[src/rtl/tbird_input_cond.sv]
// Input conditioning for the T-bird tail-light controller: per-channel 2-flop
// synchronizer plus saturating debounce counter, with optional hazard press-to-toggle.
module tbird_input_cond #(
  parameter int DB_CYCLES  = 16,
  parameter int CNT_W      = $clog2(DB_CYCLES),
  parameter bit HAZ_TOGGLE = 1'b1
) (
  input  logic clk,
  input  logic rst_b,
  input  logic left_raw,
  input  logic right_raw,
  input  logic haz_raw,
  output logic left,
  output logic right,
  output logic haz
);

  localparam int unsigned NCH = 3;
  localparam int unsigned CH_L = 0;
  localparam int unsigned CH_R = 1;
  localparam int unsigned CH_H = 2;
  localparam logic [CNT_W-1:0] CNT_MAX = CNT_W'(DB_CYCLES - 1);

  logic [NCH-1:0]   raw;
  logic [NCH-1:0]   s1;
  logic [NCH-1:0]   s2;
  logic [NCH-1:0]   db;
  logic [NCH-1:0]   db_nxt;
  logic [CNT_W-1:0] cnt     [NCH];
  logic [CNT_W-1:0] cnt_nxt [NCH];

  assign raw = {haz_raw, right_raw, left_raw};

  always_ff @(posedge clk or negedge rst_b) begin
    if (!rst_b) begin
      s1 <= '0;
      s2 <= '0;
    end else begin
      s1 <= raw;
      s2 <= s1;
    end
  end

  // Count only while the synchronized level disagrees with db; any agreeing cycle restarts at 0.
  always_comb begin
    for (int unsigned i = 0; i < NCH; i++) begin
      db_nxt[i]  = db[i];
      cnt_nxt[i] = '0;
      if (s2[i] != db[i]) begin
        if (cnt[i] == CNT_MAX) begin
          db_nxt[i] = s2[i];
        end else begin
          cnt_nxt[i] = cnt[i] + CNT_W'(1);
        end
      end
    end
  end

  always_ff @(posedge clk or negedge rst_b) begin
    if (!rst_b) begin
      db <= '0;
      for (int unsigned i = 0; i < NCH; i++) begin
        cnt[i] <= '0;
      end
    end else begin
      db <= db_nxt;
      for (int unsigned i = 0; i < NCH; i++) begin
        cnt[i] <= cnt_nxt[i];
      end
    end
  end

  assign left  = db[CH_L];
  assign right = db[CH_R];

  generate
    if (HAZ_TOGGLE) begin : g_haz_toggle
      logic haz_lat;

      // Toggle on the same edge db_H rises, so haz keeps the same latency as left/right.
      always_ff @(posedge clk or negedge rst_b) begin
        if (!rst_b) begin
          haz_lat <= 1'b0;
        end else if (!db[CH_H] && db_nxt[CH_H]) begin
          haz_lat <= ~haz_lat;
        end
      end

      assign haz = haz_lat;
    end else begin : g_haz_level
      assign haz = db[CH_H];
    end
  endgenerate

endmodule

[config.mk]
export PLATFORM = sky130hd
export DESIGN_NAME = tbird_input_cond
export DESIGN_NICKNAME = d
export VERILOG_FILES = /design/src/rtl/tbird_input_cond.sv
export SDC_FILE = /design/constraint.sdc
export NUM_CORES = 1
export LEC_CHECK = 0
export BUFFER_PORTS_ARGS = -buffer_cell sky130_fd_sc_hd__buf_2
export CORE_MARGIN = 3
export CORE_UTILIZATION = 32
export CTS_CLUSTER_DIAMETER = 80
export DETAILED_ROUTE_END_ITERATION = 7
export SLEW_MARGIN = 20
export SYNTH_ARGS = -nofsm -noshare
export SYNTH_HDL_FRONTEND = slang
export SYNTH_SLANG_ARGS = --single-unit
[constraint.sdc]
create_clock -name clk -period 1.3 [get_ports clk]
set_input_delay 0.065 -clock clk [delete_from_list [all_inputs] [get_ports clk]]
set_output_delay 0.065 -clock clk [all_outputs]
set_load 0.01 [all_outputs]
==> flow_summary.ini, run 1 <==
[die]
die_h_um = 57.8
die_w_um = 57.8
die_area_um2 = 3340
coreArea_um2 = 2520
ios = 8
rows = 18
start_util_pct = 34.0

[layout]
final_cell_mix = dfrtp_1 (22), buf_2 (7), xnor2_1 (6), a21oi_1 (6), dlygate4sd3_1 (4)
design_area_um2 = 1030
drive_above_1_share_pct = 24.7
layout_commonest_cell = dfrtp_1
syn2layout_area_growth_pct = 20.3
layout.nets = 90
antenna_cells = 0

[setup_path]
reg2reg_setup_slack_ps = 90
startpoint = cnt[8]
r2r_start = cnt[8]
rr_endpoint = db[0]
crit_path_end_kind = flop
crit_type = flop to flop
path_max_fanout = 4
critPathArrivalTime_ps = 1400
r2r_cells = 3
endpoint = db[0]
startpoint_type = flop
cp.required_ps = 1490

[route]
firstDrtPassIters = 4
vias_per_cell = 4.77
dr.first_iter.drc_count = 8
post-route-drc-count = 0
vias = 529
final_antenna_net_count = 0
wl_per_cell_um = 11.6
totalWireLength_um = 1290

[synthesis]
syn-mean-instance-area_um2 = 13.6
yosys-mux-area-fraction_pct = 3.94
synth-adder-area-share_pct = 4.38
syn_inst = 63
synth_compound_area_share_pct = 6.28
yosysSeqAreaShare_pct = 64.2
ys_warn_count = 0
syn-cell-area_um2 = 857
synthSimpleGateAreaFrac_pct = 12.7
synth_cell_types = 17
ys_ff_latch = 22
synth_top_family_by_area = simple AND/OR/NAND/NOR gates
synthXorXnorAreaFrac_pct = 7.15
synth_fp_nets = 71

[grt]
overflow = 0
grt.total_usage_pct = 8.90
grt_max_degree = 23
first_global_vias = 567
grt_pass1_wl_um = 2340
antenna_found_initial = 0

[clocking]
numCtsBuffers = 3
worstSkewPairLatency_ps = 300
h-tree-depth = 1
cts_tree = done
root_buffer = clkbuf_4
cts.sinks = 22
clock_path_buffers = 2
path_clk_slew_ps = 110

[placed_design]
port_buffers = 7
globalplace.congestion = 0.709
place_area_um2 = 930
dp_hpwl_um = 844

[sta]
setup_tns_ps = 0
fin_crit_sh_pct = 92.9
drv_slew = 0
layout_min_cycle_time_ps = 1210
relSlewSlack_pct = 68.8
skew_ps = 2.75
rsz0062_at_grt = false
final-hold-violation-count = 0
worstMarginPinSlew_ps = 468
finalSetupViolCount = 0
max_freq_ghz = 0.828

[run]
drv_cap = 0

[pwr]
vdd_drop_max_mv = 1.07
p_per_area_nw_per_um2 = 1160
power_mw = 1.20
p_leak_nw = 0.466

[min_path]
hold_class = input pin to async pin

[status]
status = complete, no violations
==> where the power goes <==
part,switching (mW),internal [mW],total [mW]
logic,0.0427,0.0504,0.0931
clock network,0.190,0.171,0.360
registers,0.0284,0.716,0.745
==> what timing repair did <==
action,CTS,global route
gates resized for setup,0,1
buffers inserted,0,3
hold buffers,4,0
endpoints found under the setup margin,0,2
hold endpoints to repair,25,0
==> synth_stat cells <==
master	instances	share of area [%]
dfrtp_1	22	64
nor3b_1	1	0.88
xor2_1	1	1.0
a311oi_1	1	1.0
inv_1	3	1.3
a21oi_1	6	3.5
nand4b_1	3	3.1
nor2b_1	3	2.2
mux2_2	2	2.6
nor3b_2	2	2.9
nand3_1	2	1.2
nand3_2	1	1.2
o21ai_0	3	1.8
nor2_1	3	1.3
mux2_1	1	1.3
xnor2_1	6	6.1
ha_1	3	4.4
==> layer usage <==
| metal | GRT usage [%] | part of all wire, % | wire length [um] |
|---|---|---|---|
| met1 | 10.6 | 46 | 591 |
| met3 | 4.01 | 5.3 | 68 |
| met5 | 0 | 0 | 0 |
| met4 | 1.99 | 0 | 0 |
| met2 | 14.8 | 49 | 627 |
==> flip-flops by register name, indices dropped and copies added, names as in the netlist <==
name  cells
haz       1
s2        3
cnt      12
db        3
s1        3
==> worst max-delay path: stages, from the launching register on <==
cell,delay (ps)
dfrtp_1,430
ha_1,250
nand3_1,100
mux2_1,320
==> metrics by stage <==
step | hold WS [ps] | instances | utilization (%) | setup WS, ps
3_3_place_gp | 48.6 | 100 | 36.9 | 96.2
6_report | 248 | 111 | 40.9 | 91.7
4_1_cts | 240 | 108 | 39.9 | 70.4
3_5_place_dp | 47.8 | 100 | 36.9 | 73.1
5_1_grt | 259 | 111 | 40.9 | 8.01
2_1_floorplan | -231 | 63 | - | 136
==> how the worst min path moves through the flow <==
stage / start / endpoint / slack (ps) / depth (start not counted)
finish: rst_b / db[0] / 250 / 2
global placement: rst_b / cnt[11] / 50 / 1
global route: rst_b / db[0] / 260 / 2
CTS: rst_b / db[0] / 240 / 2
detailed placement: rst_b / db[0] / 50 / 1
floorplan: rst_b / cnt[0] / -230 / 0
==> cell families after synthesis <==
logic type                 Yosys count
AOI/OAI and AO/OA                   10
xor gates and xnor gates             7
adders and majority gates            3
buffers and inverters                3
DFF                                 22
muxes                                3
and+or+nand+nor                     15
==> area by class of cell <==
type | count | area [um2]
clock buffers | 4 | 36.3
well taps | 30 | 37.5
repair buffers | 14 | 97.6
inverters | 3 | 11.3
fillers | 240 | 1490
flip-flops and latches | 22 | 551
multi-input cells | 38 | 298
Power figures use the tool's default switching activity.
==> inputs of run 2 (changes only) <==
CORE_UTILIZATION = 55   (was 32)
PLACE_DENSITY = 0.75   (was unset)
==> run 2 against run 1 <==
Against the previous run:
- non-clock buffer count is 2 lower
- routed wire length is 2.8% lower
- largest cell class unchanged
- setup slack worse by 31 ps
- largest power group unchanged
- sequential power hardly changed
- critical path type unchanged
- critical path depth stayed put
- design area is 3.5% lower
- register-to-register slack worse by 30 ps
==> flow_summary.ini, run 2 (synthesis results as in run 1) <==
[status]
status = complete, no violations

[layout]
final_cell_mix = dfrtp_1 (22), buf_2 (7), xnor2_1 (6), a21oi_1 (6), dlygate4sd3_1 (4)
nFillCells = 90
largest_register_ffs = 12
layout_commonest_cell = dfrtp_1
drive_above_1_share_pct = 21.5
layout.nets = 88
syn2layout_area_growth_pct = 16.1
largest_register = cnt
antenna_cells = 0
final_core_util_pct = 71.9

[setup_path]
critPathArrivalTime_ps = 1440
cp.required_ps = 1500
startpoint_type = flop
reg2reg_setup_slack_ps = 60
crit_type = flop to flop
path_max_fanout = 4
crit_path_end_kind = flop

[placed_design]
port_buffers = 7
globalplace.congestion = 0.803

[die]
rows = 13
start_util_pct = 62.0
die_h_um = 45.5
coreArea_um2 = 1380
ios = 8
die_w_um = 45.5
die_area_um2 = 2070

[route]
dr.first_iter.drc_count = 3
vias = 527
final_antenna_net_count = 0
wl_per_cell_um = 13.3
firstDrtPassIters = 4
vias_per_cell = 5.61
totalWireLength_um = 1250
post-route-drc-count = 0

[clocking]
clock_path_buffers = 2
path_clk_slew_ps = 110
cts_tree = done
worstSkewPairLatency_ps = 300
root_buffer = clkbuf_4
numCtsBuffers = 3
h-tree-depth = 1
cts.sinks = 22

[sta]
skew_ps = 1.61
drv_slew = 0
fin_crit_sh_pct = 95.3
relSlewSlack_pct = 70.2
final-hold-violation-count = 0
max_freq_ghz = 0.807
layout_min_cycle_time_ps = 1240
setup_tns_ps = 0
worstMarginPinSlew_ps = 446
rsz0062_at_grt = false
finalSetupViolCount = 0

[grt]
grt.total_usage_pct = 15.9
antenna_found_initial = 0
overflow = 0
grt_max_degree = 23
grt_pass1_wl_um = 2230
first_global_vias = 563

[pwr]
vdd_drop_max_mv = 0.888
p_per_area_nw_per_um2 = 1200
p_leak_nw = 0.458

[run]
drv_cap = 0

[min_path]
hold_class = input pin to async pin
## run 2: metal layers
layer	track usage, %	part of all wire, %	vias to the layer above
li1	-	-	251
met3	2.37	3.2	8
met5	0	0	-
met2	27.3	50	13
met4	14.0	4.2	0
met1	16.3	42	255
## run 2: worst paths after layout
path,from,endpoint,cells past startpoint
setup / recovery,cnt[8],db[0],3
hold / removal,rst_b,cnt[7],2
setup reg to reg,cnt[8],db[0],3
hold reg to reg,s1[0],s2[0],0
max in group asynchronous,rst_b,db[1],2
min in group clk,s1[0],s2[0],0
## run 2: where the power goes
| group | internal (mW) | switching, mW | total (mW) |
|---|---|---|---|
| registers | 0.716 | 0.0282 | 0.744 |
| logic | 0.0448 | 0.0402 | 0.0850 |
| clock network | 0.171 | 0.192 | 0.363 |
| total | 0.932 | 0.261 | 1.19 |
## run 2: repair_timing
item / in CTS / in global routing
setup buffers: 0 / 1
resized for setup: 0 / 0
hold buffers: 4 / 0
endpoints found under the hold margin: 25 / 0
setup endpoints to repair: 0 / 1
## run 2: cell type report
cell class                 count  area (um2)  area share [%]
clock buffer                   4        36.3            3.65
inverter                       3        11.3            1.13
multi-input combinational     38         295            29.7
sequential                    22         551            55.3
tap                           15        18.8            1.89
timing repair buffer          12        82.6            8.30
## run 2: metrics by stage
stage | instances | area, um2 | total power, mW | hold WS [ps] | worst slack, ps
floorplan | 63 | 857 | 0.799 | -231 | 136
global placement | 85 | 911 | 0.828 | 46.0 | 90.4
detailed placement | 85 | 911 | 0.832 | 46.3 | 75.9
CTS | 93 | 987 | 1.21 | 243 | 59.4
global route | 94 | 995 | 1.25 | 257 | 0.718
finish | 94 | 995 | 1.19 | 227 | 60.6
## run 2: critical path, cell delays in order, from the launching register on
cell	delay (ps)
dfrtp_1	440
ha_1	250
nand3_1	130
mux2_1	330
